File: src/rtl/seg_rx_pkg.sv
// Shared constants for the serial 7-segment receiver: frame layout, FSM states,
// segment bit positions and the hex glyph table.
package seg_rx_pkg;

  localparam int unsigned FRAME_LEN = 12;
  localparam int unsigned IDX_BITS  = 4;
  localparam int unsigned SEG_BITS  = FRAME_LEN - IDX_BITS;

  // Receiver FSM states, encoding fixed for compatibility with older benches.
  typedef enum logic [1:0] {
    IDLE     = 2'd0,
    SHIFT    = 2'd1,
    WAIT_LOW = 2'd2
  } state_e;

  // Segment byte layout {dp,g,f,e,d,c,b,a}.
  localparam int unsigned SEG_A  = 0;
  localparam int unsigned SEG_B  = 1;
  localparam int unsigned SEG_C  = 2;
  localparam int unsigned SEG_D  = 3;
  localparam int unsigned SEG_E  = 4;
  localparam int unsigned SEG_F  = 5;
  localparam int unsigned SEG_G  = 6;
  localparam int unsigned SEG_DP = 7;

  // Glyph for hex value v is GLYPH[v], pattern bits [g:a].
  localparam logic [6:0] GLYPH [16] = '{
    7'h3F, 7'h06, 7'h5B, 7'h4F, 7'h66, 7'h6D, 7'h7D, 7'h07,
    7'h7F, 7'h6F, 7'h77, 7'h7C, 7'h39, 7'h5E, 7'h79, 7'h71
  };

endpackage

File: src/rtl/seg7_decode.sv
// Combinational 7-segment to hex decoder. The decimal point is ignored; any
// pattern that is not one of the 16 glyphs (including blank) gives ok=0, val=0.
module seg7_decode
  import seg_rx_pkg::*;
(
  input  logic [7:0] i_pattern,
  output logic       o_ok,
  output logic [3:0] o_val
);

  logic [6:0] w_glyph;

  assign w_glyph = i_pattern[SEG_G:SEG_A];

  // Table lookup; glyphs are unique so at most one entry matches.
  always_comb begin
    o_ok  = 1'b0;
    o_val = 4'd0;
    for (int v = 0; v < 16; v++) begin
      if (w_glyph == GLYPH[v]) begin
        o_ok  = 1'b1;
        o_val = 4'(v);
      end
    end
  end

endmodule

File: src/rtl/seg_serial_rx.sv
// Receiving end of the serial 7-segment link. Deserializes 12-bit frames
// (4-bit digit index then segment byte, MSB first) into per-digit registers
// and decodes each stored pattern back to a hex value.
module seg_serial_rx
  import seg_rx_pkg::*;
#(
  parameter int unsigned NUM_DIGITS = 4
) (
  input  logic                    CLK,
  input  logic                    RST_X,
  input  logic                    SEG_IN,
  input  logic                    SEG_SEL_IN,
  output logic [8*NUM_DIGITS-1:0] DIGIT_SEG,
  output logic [4*NUM_DIGITS-1:0] DIGIT_VAL,
  output logic [NUM_DIGITS-1:0]   DIGIT_OK,
  output logic                    FRAME_DONE,
  output logic                    FRAME_ERR
);

  state_e                  r_state;
  state_e                  w_state_d;
  logic [3:0]              r_cnt;
  logic [3:0]              w_cnt_d;
  logic [FRAME_LEN-2:0]    r_shift;
  logic [FRAME_LEN-2:0]    w_shift_d;
  logic [8*NUM_DIGITS-1:0] r_seg;
  logic                    r_done;
  logic                    r_err;
  logic                    w_done_d;
  logic                    w_err_d;
  logic                    w_commit;

  logic [FRAME_LEN-1:0]    w_frame;
  logic [IDX_BITS-1:0]     w_idx;
  logic [SEG_BITS-1:0]     w_pat;
  logic                    w_idx_ok;
  logic                    w_last;

  // The full frame only exists combinationally on the edge that samples bit 11.
  assign w_frame  = {r_shift, SEG_IN};
  assign w_idx    = w_frame[FRAME_LEN-1 -: IDX_BITS];
  assign w_pat    = w_frame[SEG_BITS-1:0];
  assign w_idx_ok = 32'(w_idx) < NUM_DIGITS;
  assign w_last   = r_cnt == 4'(FRAME_LEN - 1);

  // Next-state logic for the frame FSM, bit counter and shift register.
  always_comb begin
    w_state_d = r_state;
    w_cnt_d   = r_cnt;
    w_shift_d = r_shift;
    w_done_d  = 1'b0;
    w_err_d   = 1'b0;
    w_commit  = 1'b0;
    unique case (r_state)
      IDLE: begin
        if (SEG_SEL_IN) begin
          w_shift_d = w_frame[FRAME_LEN-2:0];
          w_cnt_d   = 4'd1;
          w_state_d = SHIFT;
        end
      end
      SHIFT: begin
        if (SEG_SEL_IN) begin
          w_shift_d = w_frame[FRAME_LEN-2:0];
          if (w_last) begin
            w_cnt_d   = 4'd0;
            w_state_d = WAIT_LOW;
            w_commit  = w_idx_ok;
            w_done_d  = w_idx_ok;
            w_err_d   = !w_idx_ok;
          end else begin
            w_cnt_d = r_cnt + 4'd1;
          end
        end else begin
          // Short frame: drop the partial data.
          w_err_d   = 1'b1;
          w_cnt_d   = 4'd0;
          w_shift_d = '0;
          w_state_d = IDLE;
        end
      end
      WAIT_LOW: begin
        if (!SEG_SEL_IN) begin
          w_state_d = IDLE;
        end
      end
      default: begin
        w_state_d = IDLE;
        w_cnt_d   = 4'd0;
      end
    endcase
  end

  // FSM, counter, shift register and status pulse registers.
  always_ff @(posedge CLK or negedge RST_X) begin
    if (!RST_X) begin
      r_state <= IDLE;
      r_cnt   <= 4'd0;
      r_shift <= '0;
      r_done  <= 1'b0;
      r_err   <= 1'b0;
    end else begin
      r_state <= w_state_d;
      r_cnt   <= w_cnt_d;
      r_shift <= w_shift_d;
      r_done  <= w_done_d;
      r_err   <= w_err_d;
    end
  end

  // Per-digit segment registers; only the addressed digit is written on commit.
  always_ff @(posedge CLK or negedge RST_X) begin
    if (!RST_X) begin
      r_seg <= '0;
    end else begin
      for (int k = 0; k < int'(NUM_DIGITS); k++) begin
        if (w_commit && (w_idx == 4'(k))) begin
          r_seg[8*k +: 8] <= w_pat;
        end
      end
    end
  end

  // Decode straight from the stored pattern so value and ok track the segment
  // register, including its reset value (blank -> ok=0, val=0).
  for (genvar g = 0; g < int'(NUM_DIGITS); g++) begin : g_dec
    seg7_decode u_dec (
      .i_pattern (r_seg[8*g +: 8]),
      .o_ok      (DIGIT_OK[g]),
      .o_val     (DIGIT_VAL[4*g +: 4])
    );
  end

  assign DIGIT_SEG  = r_seg;
  assign FRAME_DONE = r_done;
  assign FRAME_ERR  = r_err;

endmodule
File: config.mk
export PLATFORM = sky130hd
export DESIGN_NAME = seg_serial_rx
export DESIGN_NICKNAME = d
export VERILOG_FILES = /design/src/rtl/seg_rx_pkg.sv /design/src/rtl/seg7_decode.sv /design/src/rtl/seg_serial_rx.sv
export SDC_FILE = /design/constraint.sdc
export NUM_CORES = 1
export LEC_CHECK = 0
export CAP_MARGIN = 20
export CORE_MARGIN = 3
export CORE_UTILIZATION = 50
export CTS_CLUSTER_SIZE = 10
export DETAILED_ROUTE_END_ITERATION = 10
export PLACE_DENSITY_LB_ADDON = 0.12
export SLEW_MARGIN = 20
export SYNTH_ARGS = -nofsm -noshare
export SYNTH_HDL_FRONTEND = slang
export SYNTH_SLANG_ARGS = --single-unit
export TNS_END_PERCENT = 5
File: constraint.sdc
create_clock -name CLK -period 2.4 [get_ports CLK]
set_input_delay 0.24 -clock CLK [delete_from_list [all_inputs] [get_ports CLK]]
set_output_delay 0.24 -clock CLK [all_outputs]
set_load 0.01 [all_outputs]
==> out/metrics.csv, run 1 <==
metric;value;unit
WHS;0.0200;ns
Slew HR;0.587;
ranking of synthesized cells by area;dfrtp_1, mux2_2, o21ai_0, nand2_1, clkbuf_1;
Clock Path Buffers;2;
critical path arrival;2.12;ns
worst-path maximum fanout;13;
vias per inst;6.06;
worst path required time;2.16;ns
Initial Utilization;0.521;
most frequently used flop master after synthesis;dfrtp_1;
max-slew violations;0;
Routed Antenna Nets;0;
H-tree depth;2;
num ports;58;
leak pwr;0.00190;uW
initial antenna violation count;0;
Routed WL per cell;15.7;um
CTS Buf Count;5;
Yosys reg bits;51;
fin crit period;2.36;ns
average size of a mapped cell;9.25;sq um
count of hold-fix buffers inserted at cts;0;
Root Buffer;clkbuf_8;
die area;7710;sq um
hpwl dp;5320;um
biggest area consumer among synthesized cells;dfrtp_1;
crit path kind;reg -> out;
Buf+Inv Stages, Crit Path;1;
final std cells w/o fill;504;
Least-Margin Pin Slew;0.620;ns
Worst VDD drop;0.000446;V
height of the die;87.8;um
Tcrit/Tclk final;0.985;
sequential share of the synthesized area;0.381;
Max Freq;0.423;GHz
outcome;finished, final reports clean;
crit end category;output pin;
Setup Slack @ Placement;0.0760;ns
fin nets;431;
CTS tree;built;
Critical Path Max Stage Delay;0.55;ns
delay-heaviest family, CP;buffers and inverters;
Cells after Synth;362;
critical path's slowest cell;clkdlybuf4s50_1;
post-layout instance area;4290;sq um
Synth warnings;0;
EDFF count, synth;0;
worst hold path class;in -> async;
Ant. Diodes;0;
placed insts;484;
GRT overflow;0;
DRT iter0 DRCs;170;
RSZ-0062 raised after global routing;true;
standard-cell rows;29;
largest net degree at the start of global routing;52;
core area;6420;sq um
Die X-Extent;87.8;um
Final Skew;0.0130;ns
share of cells above drive strength 1;0.274;
vias;3055;
clock sinks;51;
CP Cell Sequence;nand3_1, nor4b_4, a211oi_1, a21oi_1, clkdlybuf4s50_1;
vias in the first global route;2764;
Worst setup SP type;flip-flop;
top-area cell type share of the netlist area;0.381;
first-pass GRT wire length;13300;um
Cell variety after synth;59;
area delta synth->final;28.3;%
clock transition at the registers of the reported paths;0.10;ns
fin worst setup slack;0.0353;ns
Overall Global Routing Usage;0.212;
Final Hold Viols;0;
count of final setup violators;0;
placed cell area;4020;sq um
Power Dens Cells;344;nW/um^2
clk_lat worst skew;0.31;ns
residual DRC count;0;
asr flop ratio synth;1.00;
WL final;7910;um
Buffers on Ports;57;
Mapped Nets;367;
Post-Syn Area;3350;sq um
Final Wtd Congestion;0.874;
max-cap violations;0;
Initial DRT Pass Iterations;4;
## worst paths after layout
check | to | cells after the start | start | slack [ns]
setup / recovery | DIGIT_VAL[12] | 5 | DIGIT_SEG[28]$_DFFE_PN0P_ | 0.04
hold / removal | DIGIT_SEG[12]$_DFFE_PN0P_ | 2 | RST_X | 0.02
setup reg to reg | DIGIT_SEG[21]$_DFFE_PN0P_ | 5 | r_cnt[0]$_DFFE_PN0P_ | 0.44
hold reg to reg | DIGIT_SEG[15]$_DFFE_PN0P_ | 1 | DIGIT_SEG[15]$_DFFE_PN0P_ | 0.52
max in group asynchronous | DIGIT_SEG[9]$_DFFE_PN0P_ | 2 | RST_X | 1.93
min in group CLK | DIGIT_SEG[15]$_DFFE_PN0P_ | 1 | DIGIT_SEG[15]$_DFFE_PN0P_ | 0.52
## state kept, by name, indices dropped and copies added, names as in the netlist
name and cells:
DIGIT_SEG 32, r_shift 11, r_cnt 4, r_state 2, FRAME_DONE 1, FRAME_ERR 1
## placed cells by master (no fill, tap or decap), types with 3 or more instances in the layout
master,n
dlygate4sd2_1,7
a31oi_1,6
dfrtp_2,20
and2_1,3
or3b_2,5
buf_4,33
o22ai_1,7
o211ai_1,3
and3_1,4
a22o_1,11
o21ai_1,3
dlymetal6s2s_1,5
a21oi_1,13
nand4_1,9
nor2_1,23
nand2_1,28
dfrtp_1,31
nor3b_1,5
nand2b_1,12
mux2_2,30
nor2b_1,3
o2111ai_1,3
a211oi_1,4
nand3_1,18
clkbuf_8,5
nand3b_1,7
or4bb_1,5
clkdlybuf4s50_1,45
o21ai_0,20
## routing by layer
| layer | wire length [um] | vias up | track usage |
|---|---|---|---|
| met3 | 356 | 7 | 0.0320 |
| met5 | 0 | - | 0 |
| met4 | 68 | 0 | 0.0460 |
| met2 | 3760 | 94 | 0.337 |
| li1 | - | 1482 | - |
| met1 | 3730 | 1472 | 0.308 |
## metrics by stage
stage | util | total power (uW) | setup TNS (ns)
4_1_cts | 0.648 | 1490 | -0.0136
3_3_place_gp | 0.627 | 980 | 0
2_1_floorplan | - | 940 | 0
6_report | 0.669 | 1480 | 0
3_5_place_dp | 0.627 | 982 | 0
5_1_grt | 0.669 | 1550 | -0.238
## power by group
part / internal [uW] / leakage [uW] / switching, uW
logic: 28.2 / 0.00119 / 37.4
registers: 873 / 0.000669 / 24.1
clock network: 214 / 0.0000463 / 301
## synth_stat cells, drive strengths merged (2+ instances only)
cell type	instances
a211oi	5
or2	2
a22o	11
xnor2	2
or3	2
a21oi	13
and2	3
o21ai	23
nor4bb	2
buf	8
clkbuf	27
o31ai	2
nor2	25
or4bb	5
nand4	9
nand3	19
inv	2
o211ai	3
nor2b	3
nand2b	12
and3	4
nand4b	2
o22ai	8
a22oi	2
a31oi	6
o32ai	2
a21o	2
nor3b	5
nor4	2
nor4b	4
dfrtp	51
nand3b	9
or3b	5
o2111ai	3
nor3	3
mux2	32
nand2	29
## cell type report
type / count / area [sq um]
fillers: 529 / 2130
multi-input cells: 274 / 1960
flip-flops and latches: 51 / 1300
repair buffers: 92 / 832
well taps: 77 / 96.3
clock buffers: 5 / 68.8
clock inverters: 3 / 27.5
inverters: 2 / 7.51
## cell families after synthesis
kind of cell	synth area share
fa+ha+maj	0.00374
flops	0.381
simple gates	0.271
xor+xnor	0.00785
compound gates	0.174
mux	0.113
buf+inv	0.0493
## what timing repair did
item,in CTS,in global routing
endpoints found under the setup margin,13,12
buffers inserted,2,10
gates resized for setup,21,23
pin swaps,0,1
(Power assumes the default switching activity.)
==> inputs of run 2 (changes only) <==
- CORE_MARGIN: 3 -> 2
- CTS_BUF_LIST: not set -> sky130_fd_sc_hd__clkbuf_4 sky130_fd_sc_hd__clkbuf_8 sky130_fd_sc_hd__clkbuf_16
==> out/metrics.csv, run 2 (synthesis gave the netlist of run 1 again) <==
metric;value;unit
leak pwr;0.00198;uW
Tcrit/Tclk final;1.00;
standard-cell rows;29;
residual DRC count;6;
critical path arrival;2.16;ns
CP Cell Sequence;buf_4, nor2_1, nand4_1, and3_1, o21ai_0, clkdlybuf4s50_1;
vias in the first global route;2708;
fin nets;435;
Root Buffer;clkbuf_8;
Initial DRT Pass Iterations;11;
crit path kind;reg -> out;
reg2reg end;DIGIT_SEG[22]$_DFFE_PN0P_;
Buf+Inv Stages, Crit Path;2;
delay-heaviest family, CP;buffers and inverters;
placed insts;484;
Critical Path Max Stage Delay;0.56;ns
Comb pwr share;0.046;
fin crit period;2.40;ns
RSZ-0062 raised after global routing;true;
outcome;complete, but fails checks;
Routed Antenna Nets;0;
hpwl dp;5530;um
GRT overflow;0;
max-slew violations;0;
final std cells w/o fill;508;
filler instances;506;
reg-to-reg setup timing slack;0.42;ns
Worst VDD drop;0.000456;V
Buffers on Ports;57;
Overall Global Routing Usage;0.218;
P_int;1220;uW
Die X-Extent;85.8;um
H-tree depth;2;
core area;6420;sq um
setup TNS;0;ns
Sw Ratio;0.219;
vias;3062;
CTS Buf Count;5;
Max Freq;0.417;GHz
number of flip-flops in the largest register;32;
Psw;341;uW
crit end category;output pin;
commonest non-fill, non-tap cell in the layout;clkdlybuf4s50_1;
clock sinks;51;
clock transition at the registers of the reported paths;0.09;ns
worst path required time;2.16;ns
commonest cells after routing, fill and taps aside;clkdlybuf4s50_1, buf_4, dfrtp_1, mux2_2, nand2_1;
Ant. Diodes;0;
clock power share;0.378;
Slew HR;0.717;
critical path's slowest cell;clkdlybuf4s50_1;
initial antenna violation count;0;
Clock Path Buffers;2;
Worst setup SP type;flip-flop;
WL final;8190;um
Routed WL per cell;16.1;um
vias per inst;6.03;
worst-path maximum fanout;9;
clk_lat worst skew;0.30;ns
CTS tree;built;
Final Skew;0.0113;ns
largest net degree at the start of global routing;30;
Final Wtd Congestion;0.935;
Worst R2R Start;r_cnt[0]$_DFFE_PN0P_;
share of cells above drive strength 1;0.285;
die area;7360;sq um
first-pass GRT wire length;13200;um
worst reg-to-reg path cell count;5;
failing checks;DRC;
max-cap violations;0;
Power Dens Cells;356;nW/um^2
height of the die;85.8;um
Least-Margin Pin Slew;0.425;ns
Initial Utilization;0.521;
worst hold path class;in -> async;
count of final setup violators;0;
DRT iter0 DRCs;171;
area delta synth->final;30.6;%
Final Hold Viols;0;
sequential fraction of design power;0.576;
num ports;58;
run 2: worst max-delay path by stage:
| stage | from | endpoint | slack [ns] | depth (start not counted) |
|---|---|---|---|---|
| floorplan | DIGIT_SEG[10]$_DFFE_PN0P_ | DIGIT_OK[1] | 0.64 | 5 |
| global placement | DIGIT_SEG[28]$_DFFE_PN0P_ | DIGIT_OK[3] | 0.16 | 5 |
| finish | DIGIT_SEG[13]$_DFFE_PN0P_ | DIGIT_VAL[5] | 0.0005 | 6 |
| detailed placement | DIGIT_SEG[28]$_DFFE_PN0P_ | DIGIT_OK[3] | 0.12 | 5 |
| global route | DIGIT_SEG[13]$_DFFE_PN0P_ | DIGIT_VAL[5] | -0.08 | 6 |
| CTS | DIGIT_SEG[2]$_DFFE_PN0P_ | DIGIT_OK[0] | -0.03 | 5 |
run 2: layout make-up:
class	count	area, sq um	area share
clock inverters	3	43.8	0.0100
clock buffers	5	68.8	0.0157
multi-input cells	274	1980	0.452
flip-flops and latches	51	1300	0.298
inverters	2	7.51	0.00172
well taps	77	96.3	0.0220
repair buffers	96	876	0.200
run 2: worst register-to-register path, cell delays in order, from the launching register on:
cell	delay [ns]
dfrtp_1	0.40
ha_1	0.22
and3b_2	0.25
and3_1	0.43
nand3b_4	0.23
mux2_4	0.35
run 2: power by group through the flow:
stage	clock network (uW)	logic [uW]	registers, uW
detailed placement	0	72.1	913
global placement	0	70.2	913
finish	588	72.2	896
global route	631	83.7	899
floorplan	0	35.4	905
CTS	600	73.5	896
run 2: per-stage QoR:
| step | hold slack (ns) | power [uW] | instance area (sq um) | worst slack (ns) | util |
|---|---|---|---|---|---|
| final | 0.269 | 1560 | 4370 | 0.000497 | 0.681 |
| after global routing | 0.282 | 1610 | 4370 | -0.0783 | 0.681 |
| after CTS | 0.261 | 1570 | 4210 | -0.0256 | 0.655 |
| after detailed placement | 0.0588 | 986 | 4020 | 0.116 | 0.627 |
| after global placement | 0.0592 | 983 | 4020 | 0.158 | 0.627 |
| after floorplan | -0.0556 | 940 | 3350 | 0.643 | - |
run 2: timing repair:
item                                    in CTS  in global routing
resized for setup                           24                 20
gates cloned                                 0                  0
hold buffers                                 1                  0
setup buffers                                2                 13
hold endpoints to repair                    22                  0
endpoints found under the setup margin      13                 14
run 2: routing by layer:
metal,wire [um],up-vias,global-route usage
met1,3790,1459,0.323
met2,3870,107,0.337
li1,-,1479,-
met5,0,-,0
met3,396,17,0.0298
met4,135,0,0.0635
==> RTL change, RTL diff (settings of run 2) <==
Register the output `DIGIT_SEG` once more, cleared by the reset; this adds one clock of latency there. The other outputs are not delayed to match.
--- a/src/rtl/seg_serial_rx.sv
+++ b/src/rtl/seg_serial_rx.sv
@@ -131,7 +131,13 @@
     );
   end
 
-  assign DIGIT_SEG  = r_seg;
+  always_ff @(posedge CLK or negedge RST_X) begin
+    if (!RST_X) begin
+      DIGIT_SEG <= '0;
+    end else begin
+      DIGIT_SEG <= r_seg;
+    end
+  end
   assign FRAME_DONE = r_done;
   assign FRAME_ERR  = r_err;
 
Function: no difference found for any inputs over 10 cycles, from zero or initial values and one cycle with RST_X low; that may be too few to reach the edited logic, so the function may still have changed.
==> RTL change against run 2 <==
Wire length up 7.8%. Worst setup slack improved by 0.079 ns. Via count is 6.6% higher. Cell area rose by 21%. Area after synthesis rose by 25%. Sequential power grew 60%. First-iteration DRC count is 13% higher. Total power is 75% higher. Sequential cell count is 32 higher. Critical endpoint is now DIGIT_VAL[3].
==> RTL change: results (changes against run 2) <==
largest net degree at the start of global routing 38 (+27%); Place WS 0.223 ns (+0.106 ns); Hold WS 0.388 ns (+0.120 ns); via/cell ratio 5.72 (-5.0%); met1 wire length 4120 µm (+8.6%); Unique masters post-synth 58 (-1.7%); Detailed Route Iter0 Violations 194 (+13%); Skew-Pair Late Insertion Delay 0.35 ns (+0.05 ns); gp weighted congestion 0.870 (-6.9%); WL met2 4210 µm (+8.7%); nets@finish 465 (+6.9%); multiplexer share of the synthesized area 9.59% (-1.7 points); Max Fanout on Critical Path 11 (+2); Cells after DPL 543 (+12%); skew final 0.00892 ns (-0.00240 ns); adder-cell area share of the yosys netlist 0.300% (-0.074 points); crit-path leading delay family simple AND/OR/NAND/NOR gates; cells after synthesis 395 (+9.1%); Peak supply drop 434 µV (-4.8%); LEAKAGE 2.41 nW (+22%); worst setup path start r_seg[2]; slew at the pin closest to its max-slew limit 0.473 ns (+0.0487 ns); Post-Synth XOR/XNOR Area 0.629% (-0.16 points); Synth area leaders dfrtp_1 50%, mux2_2 6.5%, mux2_4 2.9%; Layout Cells excl Fill 570 (+12%); Synth top cells by count 83 x dfrtp_1, 30 x clkbuf_1, 29 x nand2_1; status completed; Worst R2R Setup Slack 0.36 ns (-0.06 ns); H-tree levels 3 (+1); CP max stage delay 0.52 ns (-0.04 ns); vias in the first global route 3003 (+11%)
RTL change: cell count changes after synthesis, moves of 2 or more:
| cell | change |
|---|---|
| dfrtp_1 | +32 |
| mux2_2 | -6 |
| mux2_4 | +6 |
| buf_2 | -3 |
| clkbuf_1 | +3 |
| nand3b_4 | -2 |
| nor3b_4 | +2 |
RTL change: layer usage:
| metal | track usage [%] | vias up |
|---|---|---|
| li1 | - | 1585 |
| met1 | 29.6 | 1581 |
| met2 | 32.4 | 89 |
| met3 | 4.51 | 8 |
| met4 | 5.95 | 0 |
| met5 | 0 | - |
RTL change: timing repair:
item,in CTS,in global routing
hold buffers,1,0
resized for setup,30,19
hold endpoints to repair,35,0
pin swaps,0,1
endpoints found under the setup margin,16,10
buffers inserted,10,0
RTL change: final cells by class:
type	count	share of cell area, %
well taps	105	2.48
inverters	3	0.213
clock inverters	4	1.84
multi-input cells	274	37.3
clock buffers	12	2.88
repair buffers	89	15.5
flip-flops and latches	83	39.7
RTL change: worst paths after layout:
| path | end | cells past startpoint |
|---|---|---|
| min in group CLK | DIGIT_SEG[31] | 0 |
| min reg2reg | DIGIT_SEG[31] | 0 |
| min | r_shift[5] | 2 |
| max reg2reg | r_seg[1] | 5 |
| max | DIGIT_VAL[3] | 5 |
| max in group asynchronous | r_seg[1] | 3 |
RTL change: power by group:
group	leakage (nW)	internal, mW	switching [mW]	total, mW
sequential	1.11	1.41	0.0222	1.43
clock	0.124	0.743	0.462	1.21
combinational	1.17	0.0336	0.0517	0.0853
total	2.41	2.19	0.536	2.72
RTL change: through the flow:
step	instance area, µm²	util (%)
after detailed placement	4880	59.7
after CTS	5250	64.2
after global placement	4880	59.7
after floorplan	4180	-
final	5300	64.8
after global routing	5300	64.8
